$ cat src/rtl/pwm_multi_out_pkg.sv
// Shared constants for the multi-channel PWM output selector.
package pwm_multi_out_pkg;

  // Register word addresses
  localparam int unsigned ADDR_MODE     = 0;
  localparam int unsigned ADDR_CTRL     = 1;
  localparam int unsigned ADDR_PRESCALE = 2;
  localparam int unsigned ADDR_STATUS   = 3;
  localparam int unsigned ADDR_DUTY0    = 4;

  // CTRL bit positions
  localparam int unsigned CTRL_EN      = 0;
  localparam int unsigned CTRL_RESTART = 1;

  // Prescaler width and STATUS layout
  localparam int unsigned PS_BITS       = 16;
  localparam int unsigned STATUS_EN_BIT = 16;

endpackage

$ cat src/rtl/pwm_multi_out_if.sv
// Peripheral bus slice seen by the PWM block: write strobe, address, data in and read data.
interface pwm_multi_out_if #(
  parameter int unsigned ADDR_BITS = 4
);
  logic                 WE;
  logic [ADDR_BITS-1:0] A;
  logic [31:0]          WD;
  logic [31:0]          RD;

  modport master (output WE, A, WD, input RD);
  modport slave  (input WE, A, WD, output RD);
endinterface

$ cat src/rtl/pwm_multi_out_timebase.sv
// Shared timebase: prescaler producing ticks and the period counter they advance.
module pwm_timebase
  import pwm_multi_out_pkg::*;
#(
  parameter int unsigned PWM_BITS = 8
) (
  input  logic                clk,
  input  logic                reset,
  input  logic                en_i,
  input  logic                restart_i,
  input  logic [PS_BITS-1:0]  prescale_i,
  output logic [PWM_BITS-1:0] pwm_cnt_o,
  output logic                wrap_c_o
);

  logic [PS_BITS-1:0]  ps_cnt_q, ps_cnt_d;
  logic [PWM_BITS-1:0] pwm_cnt_q, pwm_cnt_d;
  logic                tick_c;

  // Next counter values; restart wins over any tick in the same cycle
  always_comb begin
    ps_cnt_d  = ps_cnt_q;
    pwm_cnt_d = pwm_cnt_q;
    tick_c    = en_i && (ps_cnt_q == prescale_i);
    if (restart_i) begin
      ps_cnt_d  = '0;
      pwm_cnt_d = '0;
    end else if (tick_c) begin
      ps_cnt_d  = '0;
      pwm_cnt_d = pwm_cnt_q + PWM_BITS'(1);
    end else if (en_i) begin
      ps_cnt_d  = ps_cnt_q + PS_BITS'(1);
    end
  end

  // Counter state
  always_ff @(posedge clk or posedge reset) begin
    if (reset) begin
      ps_cnt_q  <= '0;
      pwm_cnt_q <= '0;
    end else begin
      ps_cnt_q  <= ps_cnt_d;
      pwm_cnt_q <= pwm_cnt_d;
    end
  end

  assign pwm_cnt_o = pwm_cnt_q;
  assign wrap_c_o  = tick_c && (pwm_cnt_q == '1);

endmodule

$ cat src/rtl/pwm_multi_out.sv
// N-channel PWM with shadowed duties and a per-pin select between GPIO value and PWM.
module pwm_multi_out
  import pwm_multi_out_pkg::*;
#(
  parameter int unsigned N_OUTPUTS = 20,
  parameter int unsigned N_PWM     = 4,
  parameter int unsigned PWM_BITS  = 8,
  parameter int unsigned ADDR_BITS = 4
) (
  input  logic                 clk,
  input  logic                 reset,
  pwm_multi_out_if.slave       bus,
  input  logic [N_OUTPUTS-1:0] DOUT,
  output logic [15:0]          led,
  output logic [N_OUTPUTS-17:0] opin
);

  logic [N_OUTPUTS-1:0] mode_q, mode_d;
  logic                 en_q, en_d;
  logic [PS_BITS-1:0]   prescale_q, prescale_d;
  logic [PWM_BITS-1:0]  pending_q [N_PWM];
  logic [PWM_BITS-1:0]  pending_d [N_PWM];
  logic [PWM_BITS-1:0]  active_q  [N_PWM];
  logic [PWM_BITS-1:0]  active_d  [N_PWM];
  logic [N_OUTPUTS-1:0] out_q, out_d;
  logic                 restart_c;
  logic                 wrap_c;
  logic [PWM_BITS-1:0]  pwm_cnt;
  logic [N_PWM-1:0]     pwm_c;
  logic [31:0]          rd_c;
  logic                 wd_unused_c;

  assign wd_unused_c = ^bus.WD;

  pwm_timebase #(.PWM_BITS(PWM_BITS)) u_timebase (
    .clk        (clk),
    .reset      (reset),
    .en_i       (en_q),
    .restart_i  (restart_c),
    .prescale_i (prescale_q),
    .pwm_cnt_o  (pwm_cnt),
    .wrap_c_o   (wrap_c)
  );

  // Register write decode; oversized write data is truncated to each field
  always_comb begin
    mode_d     = mode_q;
    en_d       = en_q;
    prescale_d = prescale_q;
    pending_d  = pending_q;
    restart_c  = 1'b0;
    if (bus.WE) begin
      if (bus.A == ADDR_BITS'(ADDR_MODE)) mode_d = bus.WD[N_OUTPUTS-1:0];
      if (bus.A == ADDR_BITS'(ADDR_CTRL)) begin
        en_d      = bus.WD[CTRL_EN];
        restart_c = bus.WD[CTRL_RESTART];
      end
      if (bus.A == ADDR_BITS'(ADDR_PRESCALE)) prescale_d = bus.WD[PS_BITS-1:0];
      for (int k = 0; k < int'(N_PWM); k++) begin
        if (bus.A == ADDR_BITS'(ADDR_DUTY0 + k)) pending_d[k] = bus.WD[PWM_BITS-1:0];
      end
    end
  end

  // Active duty follows pending at period end, on restart, or continuously while stopped
  always_comb begin
    active_d = active_q;
    if (restart_c || !en_q || wrap_c) active_d = pending_q;
  end

  // Channel compare and per-pin source select
  always_comb begin
    pwm_c = '0;
    out_d = '0;
    for (int k = 0; k < int'(N_PWM); k++) pwm_c[k] = (pwm_cnt < active_q[k]);
    for (int i = 0; i < int'(N_OUTPUTS); i++) out_d[i] = mode_q[i] ? pwm_c[i % int'(N_PWM)] : DOUT[i];
  end

  // Configuration, duty and output registers
  always_ff @(posedge clk or posedge reset) begin
    if (reset) begin
      mode_q     <= '0;
      en_q       <= 1'b0;
      prescale_q <= '0;
      out_q      <= '0;
      for (int k = 0; k < int'(N_PWM); k++) begin
        pending_q[k] <= '0;
        active_q[k]  <= '0;
      end
    end else begin
      mode_q     <= mode_d;
      en_q       <= en_d;
      prescale_q <= prescale_d;
      out_q      <= out_d;
      pending_q  <= pending_d;
      active_q   <= active_d;
    end
  end

  // Combinational readback; RESTART is a strobe and never reads back
  always_comb begin
    rd_c = '0;
    if (bus.A == ADDR_BITS'(ADDR_MODE))     rd_c = 32'(mode_q);
    if (bus.A == ADDR_BITS'(ADDR_CTRL))     rd_c[CTRL_EN] = en_q;
    if (bus.A == ADDR_BITS'(ADDR_PRESCALE)) rd_c = 32'(prescale_q);
    if (bus.A == ADDR_BITS'(ADDR_STATUS)) begin
      rd_c[PWM_BITS-1:0]  = pwm_cnt;
      rd_c[STATUS_EN_BIT] = en_q;
    end
    for (int k = 0; k < int'(N_PWM); k++) begin
      if (bus.A == ADDR_BITS'(ADDR_DUTY0 + k)) rd_c = 32'(pending_q[k]);
    end
  end

  assign bus.RD = rd_c;
  assign led    = out_q[15:0];
  assign opin   = out_q[N_OUTPUTS-1:16];

endmodule

$ cat src/flat_wrapper.sv
// flat-port wrapper written by rule: the top's interface ports become plain ports
module pwm_multi_out_flat import pwm_multi_out_pkg::*;
#(
  parameter int unsigned N_OUTPUTS = 20,
  parameter int unsigned N_PWM     = 4,
  parameter int unsigned PWM_BITS  = 8,
  parameter int unsigned ADDR_BITS = 4
)
  (clk, reset, DOUT, led, opin, bus_WE, bus_A, bus_WD, bus_RD);
  pwm_multi_out_if #(.ADDR_BITS(ADDR_BITS)) bus_i ();
  input  logic clk;
  input  logic reset;
  input  logic [N_OUTPUTS-1:0] DOUT;
  output logic [15:0] led;
  output logic [N_OUTPUTS-17:0] opin;
  input wire logic [$bits(bus_i.WE)-1:0] bus_WE;
  input wire logic [$bits(bus_i.A)-1:0] bus_A;
  input wire logic [$bits(bus_i.WD)-1:0] bus_WD;
  output wire logic [$bits(bus_i.RD)-1:0] bus_RD;
  assign bus_i.WE = bus_WE;
  assign bus_i.A = bus_A;
  assign bus_i.WD = bus_WD;
  assign bus_RD = bus_i.RD;
  pwm_multi_out #(.N_OUTPUTS(N_OUTPUTS), .N_PWM(N_PWM), .PWM_BITS(PWM_BITS), .ADDR_BITS(ADDR_BITS)) u_core (.clk(clk), .reset(reset), .bus(bus_i), .DOUT(DOUT), .led(led), .opin(opin));
endmodule
$ cat config.mk
export PLATFORM = sky130hd
export DESIGN_NAME = pwm_multi_out_flat
export DESIGN_NICKNAME = d
export VERILOG_FILES = /design/src/rtl/pwm_multi_out_pkg.sv /design/src/rtl/pwm_multi_out_if.sv /design/src/rtl/pwm_multi_out_timebase.sv /design/src/rtl/pwm_multi_out.sv /design/src/flat_wrapper.sv
export SDC_FILE = /design/constraint.sdc
export NUM_CORES = 1
export LEC_CHECK = 0
export ABC_AREA = 1
export CAP_MARGIN = 20
export CORE_ASPECT_RATIO = 1.5
export CORE_UTILIZATION = 59
export DETAILED_ROUTE_END_ITERATION = 12
export PLACE_DENSITY = 0.85
export SETUP_SLACK_MARGIN = 0.4
export SYNTH_ARGS = -nofsm -noshare
export SYNTH_HDL_FRONTEND = slang
export SYNTH_HIERARCHICAL = 1
export SYNTH_SLANG_ARGS = --single-unit
$ cat constraint.sdc
create_clock -name clk -period 7.6 [get_ports clk]
set_input_delay 1.52 -clock clk [delete_from_list [all_inputs] [get_ports clk]]
set_output_delay 1.52 -clock clk [all_outputs]
set_load 0.05 [all_outputs]
# Word-level counts from Yosys, hierarchy flattened
# Cells that the tools add are included.
[totals]
reg_bits = 145
in_bits = 59
out_inout_bits = 52
word_cells = 80
[classes]
add_sub_neg = 2
n_lt_le_gt_ge = 4
n_eq_ne = 9
muxes = 36
reduce_logical = 15
[ops]
columns = ["cell", "n"]
rows = [
  ["$mux W20", 6],
  ["$mux W16", 3],
  ["$lt A8 B8 Y1", 4],
  ["$mux W1", 24],
  ["$mux W8", 3],
  ["$add A16 B1 Y16 const B", 1],
  ["$eq A16 B16 Y1", 1],
  ["$eq A4 B3 Y1 const B", 4],
  ["$reduce_and A2 Y1", 7],
  ["$add A8 B1 Y8 const B", 1],
  ["$eq A4 B2 Y1 const B", 2],
  ["$eq A8 B8 Y1 const B", 1],
  ["$eq A4 B1 Y1 const B", 1],
  ["$logic_not A4 Y1", 1],
  ["$reduce_bool A3 Y1", 1],
  ["$logic_and A1 B1 Y1", 2],
  ["$logic_or A1 B1 Y1", 2],
  ["$reduce_bool A2 Y1", 1],
  ["$logic_not A1 Y1", 1],
]

# Depth between registers and ports, before layout
# Gate-level depths: netlist of run 1.
[depth]
word_depth = 9
mapped_depth = 13
depth_no_buf = 12

# Cells and area by module
# The synthesis of run 1 kept the hierarchy.
[by_module_without_submodules]
columns = ["module", "n_inst", "cells_per_inst", "area_each_um2", "seq_area_each_um2"]
rows = [
  ["pwm_multi_out", 1, 696, 5934.4, 3027.9],
  ["pwm_timebase", 1, 312, 1870.5, 600.6],
]

# Least setup slack after synthesis of run 1
# No wires, ideal clock.
[synth_path]
path_type = "in2out"
from = "input bus_A[3]"
to = "output bus_RD[10]"
arrival_ps = 3242
setup_slack_ps = 2838
cell_stages = 4
cell_sequence = "nor2_2 -> nand2_1 -> buf_2 -> o21ai_0"
[synth_between]
elab_chain_cells = 7
elab_cells_between_ends = 12
[synth_rtl]
columns = ["item", "line", "text"]
rows = [
  ["start: declaration", "flat_wrapper.sv:17", "input wire logic [$bits(bus_i.A)-1:0] bus_A;"],
  ["$logic_not A4 Y1", "pwm_multi_out.sv:103", "if (bus.A == ADDR_BITS'(ADDR_MODE)) rd_c = 32'(mode_q);"],
  ["$mux W20", "pwm_multi_out.sv:103", ""],
  ["$mux W20", "pwm_multi_out.sv:105", "if (bus.A == ADDR_BITS'(ADDR_PRESCALE)) rd_c = 32'(prescale_q);"],
  ["$mux W20 (3 in a row)", "pwm_multi_out.sv:111", "if (bus.A == ADDR_BITS'(ADDR_DUTY0 + k)) rd_c = 32'(pending_q[k]);"],
  ["$mux W20 (*)", "pwm_multi_out.sv:111", ""],
  ["end: declaration", "flat_wrapper.sv:19", "output wire logic [$bits(bus_i.RD)-1:0] bus_RD;"],
]
# Mark *: on every way between the ends. The rest lies on a longest branch, timed or not.

# Final worst setup path of run 1
[layout_path]
from = "input bus_A[2]"
to = "output bus_RD[3]"
[layout_between]
elab_chain_cells = 8
elab_cells_between_ends = 14
[layout_rtl]
columns = ["item", "line", "text"]
rows = [
  ["$logic_not A4 Y1", "pwm_multi_out.sv:103", ""],
  ["$mux W20", "pwm_multi_out.sv:103", ""],
  ["$mux W20", "pwm_multi_out.sv:105", ""],
  ["$mux W8", "pwm_multi_out.sv:106", "if (bus.A == ADDR_BITS'(ADDR_STATUS)) begin"],
  ["$mux W20 (3 in a row)", "pwm_multi_out.sv:111", ""],
  ["$mux W20 (*)", "pwm_multi_out.sv:111", ""],
]
# Marks and branches as above.

==> results of run 1 <==
## layout make-up
cell class / instances / area share
clock buffer: 18 / 0.0463
timing repair buffer: 88 / 0.0946
inverter: 129 / 0.0527
tap: 159 / 0.0215
sequential: 145 / 0.392
clock inverter: 14 / 0.0163
multi-input combinational: 709 / 0.377
## synthesized netlist by cell type, drive strengths merged (4+ instances only)
| cell type | count | share of area |
|---|---|---|
| o21a | 4 | 0.0038 |
| nor2 | 93 | 0.049 |
| nor3 | 7 | 0.0080 |
| a21oi | 21 | 0.013 |
| inv | 128 | 0.062 |
| ha | 30 | 0.048 |
| buf | 31 | 0.029 |
| dfrtp | 145 | 0.46 |
| nand4 | 20 | 0.017 |
| clkbuf | 5 | 0.0024 |
| o21ai | 110 | 0.078 |
| xor2 | 9 | 0.010 |
| nand3 | 58 | 0.039 |
| nand2 | 335 | 0.17 |
| o211ai | 7 | 0.0067 |
## worst max-delay path, stage by stage
cell,delay (ns)
clkdlybuf4s50_1,0.51
nor2_2,0.55
nand2_1,0.61
o211ai_1,0.38
nor2_1,0.11
nand4_1,0.11
clkdlybuf4s50_1,0.81
## cells by family (layout without fill, tap and decap cells)
logic type,count (synthesis),after routing,share of synthesized area
other cells,1,12,0.000480
compound gates,142,142,0.102
flops,145,145,0.465
simple gates,516,516,0.281
fa+ha+maj,30,30,0.0481
buf+inv,165,249,0.0931
xor+xnor,9,9,0.0101
## flip-flops by register name, summed over array words and instances (netlist names)
register / count
u_core/u_timebase/pwm_cnt_o: 8
u_core/en_q: 1
u_core/prescale_q: 16
u_core/mode_q: 20
u_core/pending_q: 32
u_core/out_q: 20
u_core/active_q: 32
u_core/u_timebase/ps_cnt_q: 16
## final timing paths
kind                            depth (start not counted)                           start                        endpoint
min in group asynchronous                               2                           reset  u_core/u_timebase/pwm_cnt_o[4]
worst max-delay path                                    7                        bus_A[2]                       bus_RD[3]
worst min-delay path                                    2            u_core/pending_q[10]            u_core/pending_q[10]
max in group asynchronous                               3                           reset                u_core/mode_q[4]
worst max register to register                         10  u_core/u_timebase/pwm_cnt_o[1]             u_core/active_q[31]
worst min register to register                          2            u_core/pending_q[10]            u_core/pending_q[10]
## through the flow
step / util / instances
floorplan: - / 1019
global placement: 0.670 / 1230
detailed placement: 0.670 / 1230
CTS: 0.715 / 1262
global route: 0.715 / 1262
finish: 0.715 / 1262
## power groups by stage
| stage | sequential (mW) | combinational, mW | clock [mW] |
|---|---|---|---|
| after detailed placement | 1.15 | 1.03 | 0 |
| after floorplan | 1.23 | 0.622 | 0 |
| after global routing | 1.17 | 1.18 | 0.860 |
| after CTS | 1.14 | 1.05 | 0.830 |
| after global placement | 1.15 | 0.992 | 0 |
| final | 1.15 | 1.06 | 0.820 |
## metal layers
layer / vias up / track usage / part of all wire
li1: 3333 / - / -
met4: 0 / 0.189 / 0.055
met5: - / 0 / 0
met2: 322 / 0.546 / 0.51
met3: 88 / 0.0517 / 0.066
met1: 3244 / 0.351 / 0.37
==> metrics.csv, run 1 <==
metric,value,unit
cellLeakagePower,4.59,nW
cts_sinks,145,
drt-wirelength-per-cell,16.1,µm
htreeDepth,4,
coreArea,13000,µm²
timing.final.max_slew_violations,0,
finalSetupTns,0,ns
first_global_vias,6676,
gp_congestion,0.894,
diodes,0,
route.vias.total,6987,
power_frac_clock,0.271,
ys_warn_count,6,
worst_skew_pair.late_latency,0.42,ns
maxCapViolCount,0,
slew_headroom,0.342,
vdd_drop_max,0.000220,V
nature_of_the_critical_path_startpoint,primary input,
setup.worst_path.class,in2out,
placementRows,51,
yosys_most_used_dff,dfrtp_1,
synth.cell_area,7800,µm²
pre_cts_ws,1.53,ns
tritoncts,built,
worstHoldPathType,reg2reg,
p_switching,1.21,mW
stdcell_area,9260,µm²
post_route_cells_drive_above_1_share,0.0707,
grt_setup_unrepaired,false,
clock-root-buffer,clkbuf_16,
report.power.total,3.03,mW
finClkSkew,0.00687,ns
ff_latch_area,3630,µm²
dr.first_iter.drc_count,533,
final_period_minus_worst_setup_slack,6.14,ns
layout.filler_cells,995,
grt_start_max_net_pins,81,
postCtsHoldBufs,0,
fp.dieH,143,µm
hold_ws,0.506,ns
drc,0,
initial_antenna_violation_count,0,
mostFrequentLayoutCell,nand2_1,
synth_sequential_area_ratio,0.465,
routed_wl,20.3,mm
layout.cells.most_common_list,"nand2_1 (327), dfrtp_1 (145), inv_1 (122)",
detailedPlacementHpwl,14.0,mm
clk_transition_reported_paths,0.06,ns
power.share.switching,0.399,
cp.required,6.08,ns
worst_ep_arrival_time,4.62,ns
pin_count,111,
setup.reg_to_reg.worst_slack,4.85,ns
grt_pass1_wl,32.2,mm
dieArea,13700,µm²
grt.overflow.total,0,
timing_hold_violations_final,0,
ctsLongestPathBuffers,2,
synth_edf_count,0,
power.combinational.fraction,0.349,
drtAntennaViolNets,0,
internal_power,1.82,mW
syn-mean-instance-area,7.74,µm²
syn_inst,1008,
floorplan.initialDensity,0.603,
synthArstFlopShare,1.00,
buffer_ports.inserted,86,
drtPass1Iterations,6,
post_cts_repair_timing_setup_buffer_count,0,
number_of_nets_at_the_end_of_the_flow,1179,
synth.distinct_cells,31,
grt_util_all_layers,0.313,
die-width,95.9,µm
power_per_cell_area,327,nW/µm²
cts_made_buffers,17,
timing.final.crit_share,0.807,
multi_input_comb_area,3490,µm²
final-setup-viol-count,0,
placement.cell_area,8680,µm²
post_route_setup_slack,1.46,ns
outcome,"finished, final reports clean",
worstMarginPinSlew,0.984,ns
post_synthesis_to_final_layout_area_growth,18.7,%
ys_seq_elements,145,
cts.repair.resized,0,
max_freq,163,MHz
routed_via_density,5.54,
critPathMaxFanout,19,
power_frac_seq,0.380,
setup.worst_path.end_class,output pin,
(Power assumes the default switching activity.)
==> inputs of run 2 (changes only) <==
- CORE_UTILIZATION: 59 -> 55
- PLACE_DENSITY: 0.85 -> 0.8
- clock period: 7.6 -> 5.8 ns (I/O delays scaled with it)
==> metrics.csv, run 2 (synthesis gave the netlist of run 1 again) <==
metric,value,unit,change
timing_hold_violations_final,0,,unchanged
gp_congestion,0.903,,was 0.894
finalSetupTns,0,ns,unchanged
final-setup-viol-count,0,,unchanged
drc,0,,unchanged
max_freq,196,MHz,
critPathMaxFanout,19,,unchanged
finClkSkew,0.0125,ns,was 0.00687 ns
timing.final.max_slew_violations,0,,unchanged
final_period_minus_worst_setup_slack,5.10,ns,
clk_transition_reported_paths,0.07,ns,was 0.06 ns
drtPass1Iterations,5,,was 6
post_synthesis_to_final_layout_area_growth,18.9,%,was 18.7%
setup.reg_to_reg.worst_slack,3.02,ns,was 4.85 ns
number_of_nets_at_the_end_of_the_flow,1181,,was 1179
worstMarginPinSlew,0.983,ns,was 0.984 ns
placementRows,53,,was 51
cts_made_buffers,17,,unchanged
coreArea,13900,µm²,was 13000 µm²
floorplan.initialDensity,0.560,,was 0.603
route.vias.total,6959,,was 6987
grt_util_all_layers,0.296,,was 0.313
tritoncts,built,,unchanged
htreeDepth,4,,unchanged
detailedPlacementHpwl,14.1,mm,was 14.0 mm
grt.overflow.total,0,,unchanged
first_global_vias,6729,,was 6676
dieArea,14700,µm²,was 13700 µm²
drt-wirelength-per-cell,16.1,µm,about the same
cts_sinks,145,,unchanged
fp.dieH,148,µm,was 143 µm
largest_registers,"u_core/active_q x32, u_core/pending_q x32",,unchanged
slew_headroom,0.342,,about the same
grt_setup_unrepaired,false,,unchanged
worst_skew_pair.late_latency,0.42,ns,about the same
pin_count,111,,unchanged
diodes,0,,unchanged
clock-root-buffer,clkbuf_16,,unchanged
buffer_ports.inserted,86,,unchanged
post_route_cells_drive_above_1_share,0.0733,,was 0.0707
cp.required,4.64,ns,was 6.08 ns
dr.first_iter.drc_count,555,,was 533
cellLeakagePower,4.59,nW,about the same
post_cts_repair_timing_setup_buffer_count,0,,unchanged
drtAntennaViolNets,0,,unchanged
ctsLongestPathBuffers,2,,unchanged
setup.worst_path.class,in2out,,unchanged
mostFrequentLayoutCell,nand2_1,,unchanged
vdd_drop_max,0.000185,V,was 0.000220 V
worst_ep_arrival_time,3.94,ns,was 4.62 ns
layout.cells.most_common_list,"nand2_1 (327), dfrtp_1 (145), inv_1 (122)",,unchanged
worstHoldPathType,reg2reg,,unchanged
setup.worst_path.end_class,output pin,,unchanged
die-width,99.3,µm,was 95.9 µm
postLayoutCoreUtil,0.666,,was 0.715
routed_wl,20.5,mm,was 20.3 mm
outcome,"finished, final reports clean",,unchanged
initial_antenna_violation_count,0,,unchanged
nature_of_the_critical_path_startpoint,primary input,,unchanged
grt_start_max_net_pins,62,,was 81
maxCapViolCount,0,,unchanged
grt_pass1_wl,33.3,mm,was 32.2 mm
cts.repair.resized,0,,unchanged
postCtsHoldBufs,0,,unchanged
timing.final.crit_share,0.880,,
power_per_cell_area,425,nW/µm²,was 327 nW/µm²
routed_via_density,5.48,,was 5.54
## run 2: cell count changes in the layout (fill, tap and decap cells not counted)
cell / change
buf_4: +2
clkbuf_8: +1
clkinvlp_4: +1
bufinv_16: -2
clkbuf_1: -1
clkinv_8: +1
clkinv_4: -1
clkinv_2: -3
inv_8: +4
## run 2: report_power, final
| part | internal, mW | total [mW] | switching [mW] |
|---|---|---|---|
| clock | 0.581 | 1.06 | 0.475 |
| combinational | 0.485 | 1.38 | 0.898 |
| sequential | 1.26 | 1.51 | 0.246 |
## run 2: through the flow
step / hold WS [ns] / instances / worst slack, ns / cell area, µm² / power, mW
2_1_floorplan: 0.453 / 1019 / 1.43 / 7850 / 2.43
3_3_place_gp: 0.467 / 1238 / 0.766 / 8700 / 2.81
3_5_place_dp: 0.485 / 1238 / 0.738 / 8700 / 2.86
4_1_cts: 0.501 / 1270 / 0.706 / 9280 / 3.95
5_1_grt: 0.524 / 1270 / 0.491 / 9280 / 4.20
6_report: 0.498 / 1270 / 0.699 / 9280 / 3.95
## run 2: worst paths after layout
path,startpoint,end,cells after the start
worst max-delay path,bus_A[0],bus_RD[6],7
max in group asynchronous,reset,u_core/pending_q[22],3
min in group asynchronous,reset,u_core/mode_q[15],2
worst max register to register,u_core/u_timebase/pwm_cnt_o[1],u_core/active_q[26],11
worst min-delay path,u_core/mode_q[19],u_core/out_q[19],2
worst min register to register,u_core/mode_q[19],u_core/out_q[19],2
## run 2: area by class of cell
class,instances,area (µm²)
clock buffers,18,439
clock inverters,14,136
fillers,1114,4650
inverters,129,488
multi-input cells,709,3490
flip-flops and latches,145,3630
well taps,165,206
repair buffers,90,891
## run 2: worst max-delay path: stages
cell,delay [ns]
clkdlybuf4s50_1,0.58
nor2_1,0.33
nand2_1,0.48
o211ai_1,0.39
nor2_1,0.09
nand4_1,0.10
clkdlybuf4s50_1,0.81
## run 2: metal layers
metal / GRT usage / share of wire
met5: 0 / 0
met1: 0.342 / 0.38
met2: 0.526 / 0.52
met3: 0.0515 / 0.056
met4: 0.140 / 0.042
==> inputs of run 3 (changes only) <==
- PLACE_DENSITY: 0.8 -> default
- PLACE_DENSITY_LB_ADDON: default -> 0.25
==> metrics.csv, run 3 (synthesis gave the netlist of run 1 again) <==
metric,value,unit,change
grt_setup_unrepaired,false,,unchanged
worst_skew_pair.late_latency,0.42,ns,about the same
setup.worst_path.end_class,output pin,,unchanged
cellLeakagePower,4.59,nW,about the same
grt_pass1_wl,31.7,mm,was 33.3 mm
holdPathStages,2,,unchanged
number_of_nets_at_the_end_of_the_flow,1181,,unchanged
wl_met3,849,µm,was 1.15 mm
dieArea,14700,µm²,unchanged
power_frac_clock,0.270,,was 0.267
stdcell_area,9280,µm²,unchanged
slew_headroom,0.355,,was 0.342
gp_congestion,0.892,,was 0.903
cts_made_buffers,17,,unchanged
clk_transition_reported_paths,0.06,ns,was 0.07 ns
floorplan.initialDensity,0.560,,unchanged
grt_util_all_layers,0.282,,was 0.296
critical-path-top-delay-family,buffers and inverters,,unchanged
highest_cell_delay_on_the_worst_timing_path,0.82,ns,was 0.81 ns
post_synthesis_to_final_layout_area_growth,18.9,%,unchanged
fp.dieH,148,µm,unchanged
postCtsHoldBufs,0,,unchanged
clock-root-buffer,clkbuf_16,,unchanged
timing.final.crit_share,0.884,,was 0.880
power.share.switching,0.401,,was 0.410
p_switching,1.58,mW,was 1.62 mW
cts_sinks,145,,unchanged
timing.final.max_slew_violations,0,,unchanged
post_route_cells_drive_above_1_share,0.0724,,was 0.0733
grt.overflow.total,0,,unchanged
wl_met1,7.93,mm,was 7.83 mm
outcome,"finished, final reports clean",,unchanged
worstHoldPathType,reg2reg,,unchanged
final-setup-viol-count,0,,unchanged
finalSetupTns,0,ns,unchanged
worstPathCellList,clkdlybuf4s50_1 -> nor2_1 -> nand2_1 -> o211ai_1 -> nor2_1 -> nand4_1 -> clkdlybuf4s50_1,,unchanged
worst_ep_arrival_time,3.97,ns,was 3.94 ns
maxUsedRoutingLayer,met4,,unchanged
htreeDepth,4,,unchanged
placement.cell_area,8700,µm²,unchanged
setup.reg_to_reg.worst_slack,2.98,ns,was 3.02 ns
timing_hold_violations_final,0,,unchanged
power_frac_seq,0.382,,about the same
grt_start_max_net_pins,62,,unchanged
die-width,99.3,µm,unchanged
mostFrequentLayoutCell,nand2_1,,unchanged
initial_antenna_violation_count,0,,unchanged
cp_num_cells,7,,unchanged
postLayoutCoreUtil,0.666,,unchanged
tritoncts,built,,unchanged
routed_wl,19.6,mm,was 20.5 mm
internal_power,2.35,mW,was 2.33 mW
start_point_of_the_critical_path,bus_A[0],,unchanged
report.power.total,3.93,mW,was 3.95 mW
layout.filler_cells,1171,,was 1114
finClkSkew,0.00808,ns,was 0.0125 ns
cts.repair.resized,0,,unchanged
pin_count,111,,unchanged
rr_startpoint,u_core/u_timebase/pwm_cnt_o[1],,unchanged
final_period_minus_worst_setup_slack,5.13,ns,was 5.10 ns
setup.worst_path.class,in2out,,unchanged
critical_path_buf_inv_count,2,,unchanged
coreArea,13900,µm²,unchanged
routed_via_density,5.27,,was 5.48
drt-wirelength-per-cell,15.4,µm,was 16.1 µm
max_freq,195,MHz,was 196 MHz
finalNonFillerCells,1270,,unchanged
detailedPlacementHpwl,14.1,mm,about the same
cp_slowest_cell,clkdlybuf4s50_1,,unchanged
post_cts_repair_timing_setup_buffer_count,0,,unchanged
largest_registers,"u_core/active_q x32, u_core/pending_q x32",,unchanged
layout.cells.most_common_list,"nand2_1 (327), dfrtp_1 (145), inv_1 (122)",,unchanged
hold_ws,0.488,ns,was 0.498 ns
r2r-end,u_core/active_q[10],,was u_core/active_q[26]
route.vias.total,6696,,was 6959
post_route_setup_slack,0.674,ns,was 0.699 ns
vdd_drop_max,0.000255,V,was 0.000185 V
drtAntennaViolNets,0,,unchanged
maxCapViolCount,0,,unchanged
nature_of_the_critical_path_startpoint,primary input,,unchanged
first_global_vias,6428,,was 6729
cp.required,4.64,ns,about the same
drc,0,,unchanged
dr.first_iter.drc_count,477,,was 555
power_per_cell_area,423,nW/µm²,was 425 nW/µm²
wl_met2,10.0,mm,was 10.6 mm
total_instance_count_after_detailed_placement,1238,,unchanged
placementRows,53,,unchanged
ff_latch_area,3630,µm²,unchanged
worstMarginPinSlew,0.964,ns,was 0.983 ns
multi_input_comb_area,3490,µm²,unchanged
critPathMaxFanout,19,,unchanged
buffer_ports.inserted,86,,unchanged
power.combinational.fraction,0.348,,was 0.350
cp-endpoint,bus_RD[4],,was bus_RD[6]
ctsLongestPathBuffers,2,,unchanged
pre_cts_ws,0.703,ns,was 0.738 ns
diodes,0,,unchanged
drtPass1Iterations,5,,unchanged
r2r_depth,11,,unchanged
==> run 3: cell count changes in the layout (fill, tap and decap cells not counted) <==
cell / previous run / this run
bufinv_16: 0 / 1
clkinv_4: 1 / 2
clkinv_2: 1 / 2
clkbuf_8: 1 / 0
inv_6: 5 / 3
clkinv_8: 1 / 0
clkbuf_1: 0 / 1
==> run 3: final cells by class <==
class | count | share of cell area
inverters | 129 | 0.0526
repair buffers | 90 | 0.0960
clock inverters | 14 | 0.0158
clock buffers | 18 | 0.0462
multi-input cells | 709 | 0.376
flip-flops and latches | 145 | 0.391
well taps | 165 | 0.0222
==> run 3: power groups by stage <==
stage / Combinational, mW / Clock [mW] / Sequential (mW)
2_1_floorplan: 0.815 / 0 / 1.61
3_5_place_dp: 1.35 / 0 / 1.52
4_1_cts: 1.36 / 1.07 / 1.50
5_1_grt: 1.53 / 1.12 / 1.53
6_report: 1.37 / 1.06 / 1.50
3_3_place_gp: 1.31 / 0 / 1.51
==> run 3: worst min-delay path by stage <==
stage | slack [ns] | startpoint | end
floorplan | 0.45 | u_core/pending_q[24] | u_core/pending_q[24]
global placement | 0.47 | u_core/pending_q[24] | u_core/pending_q[24]
detailed placement | 0.47 | u_core/pending_q[24] | u_core/pending_q[24]
CTS | 0.49 | u_core/pending_q[24] | u_core/pending_q[24]
global route | 0.53 | u_core/pending_q[23] | u_core/active_q[23]
finish | 0.49 | u_core/pending_q[24] | u_core/pending_q[24]
==> run 3: metal layers <==
layer,vias to the layer above,global-route usage
met1,3106,0.332
li1,3344,-
met3,50,0.0440
met4,0,0.135
met5,-,0
met2,196,0.500
==> run 3: tightest hold or removal path, stage by stage (launching register included) <==
cell and delay (ns):
dfrtp_1 0.34, nand2_1 0.05, o21ai_0 0.06
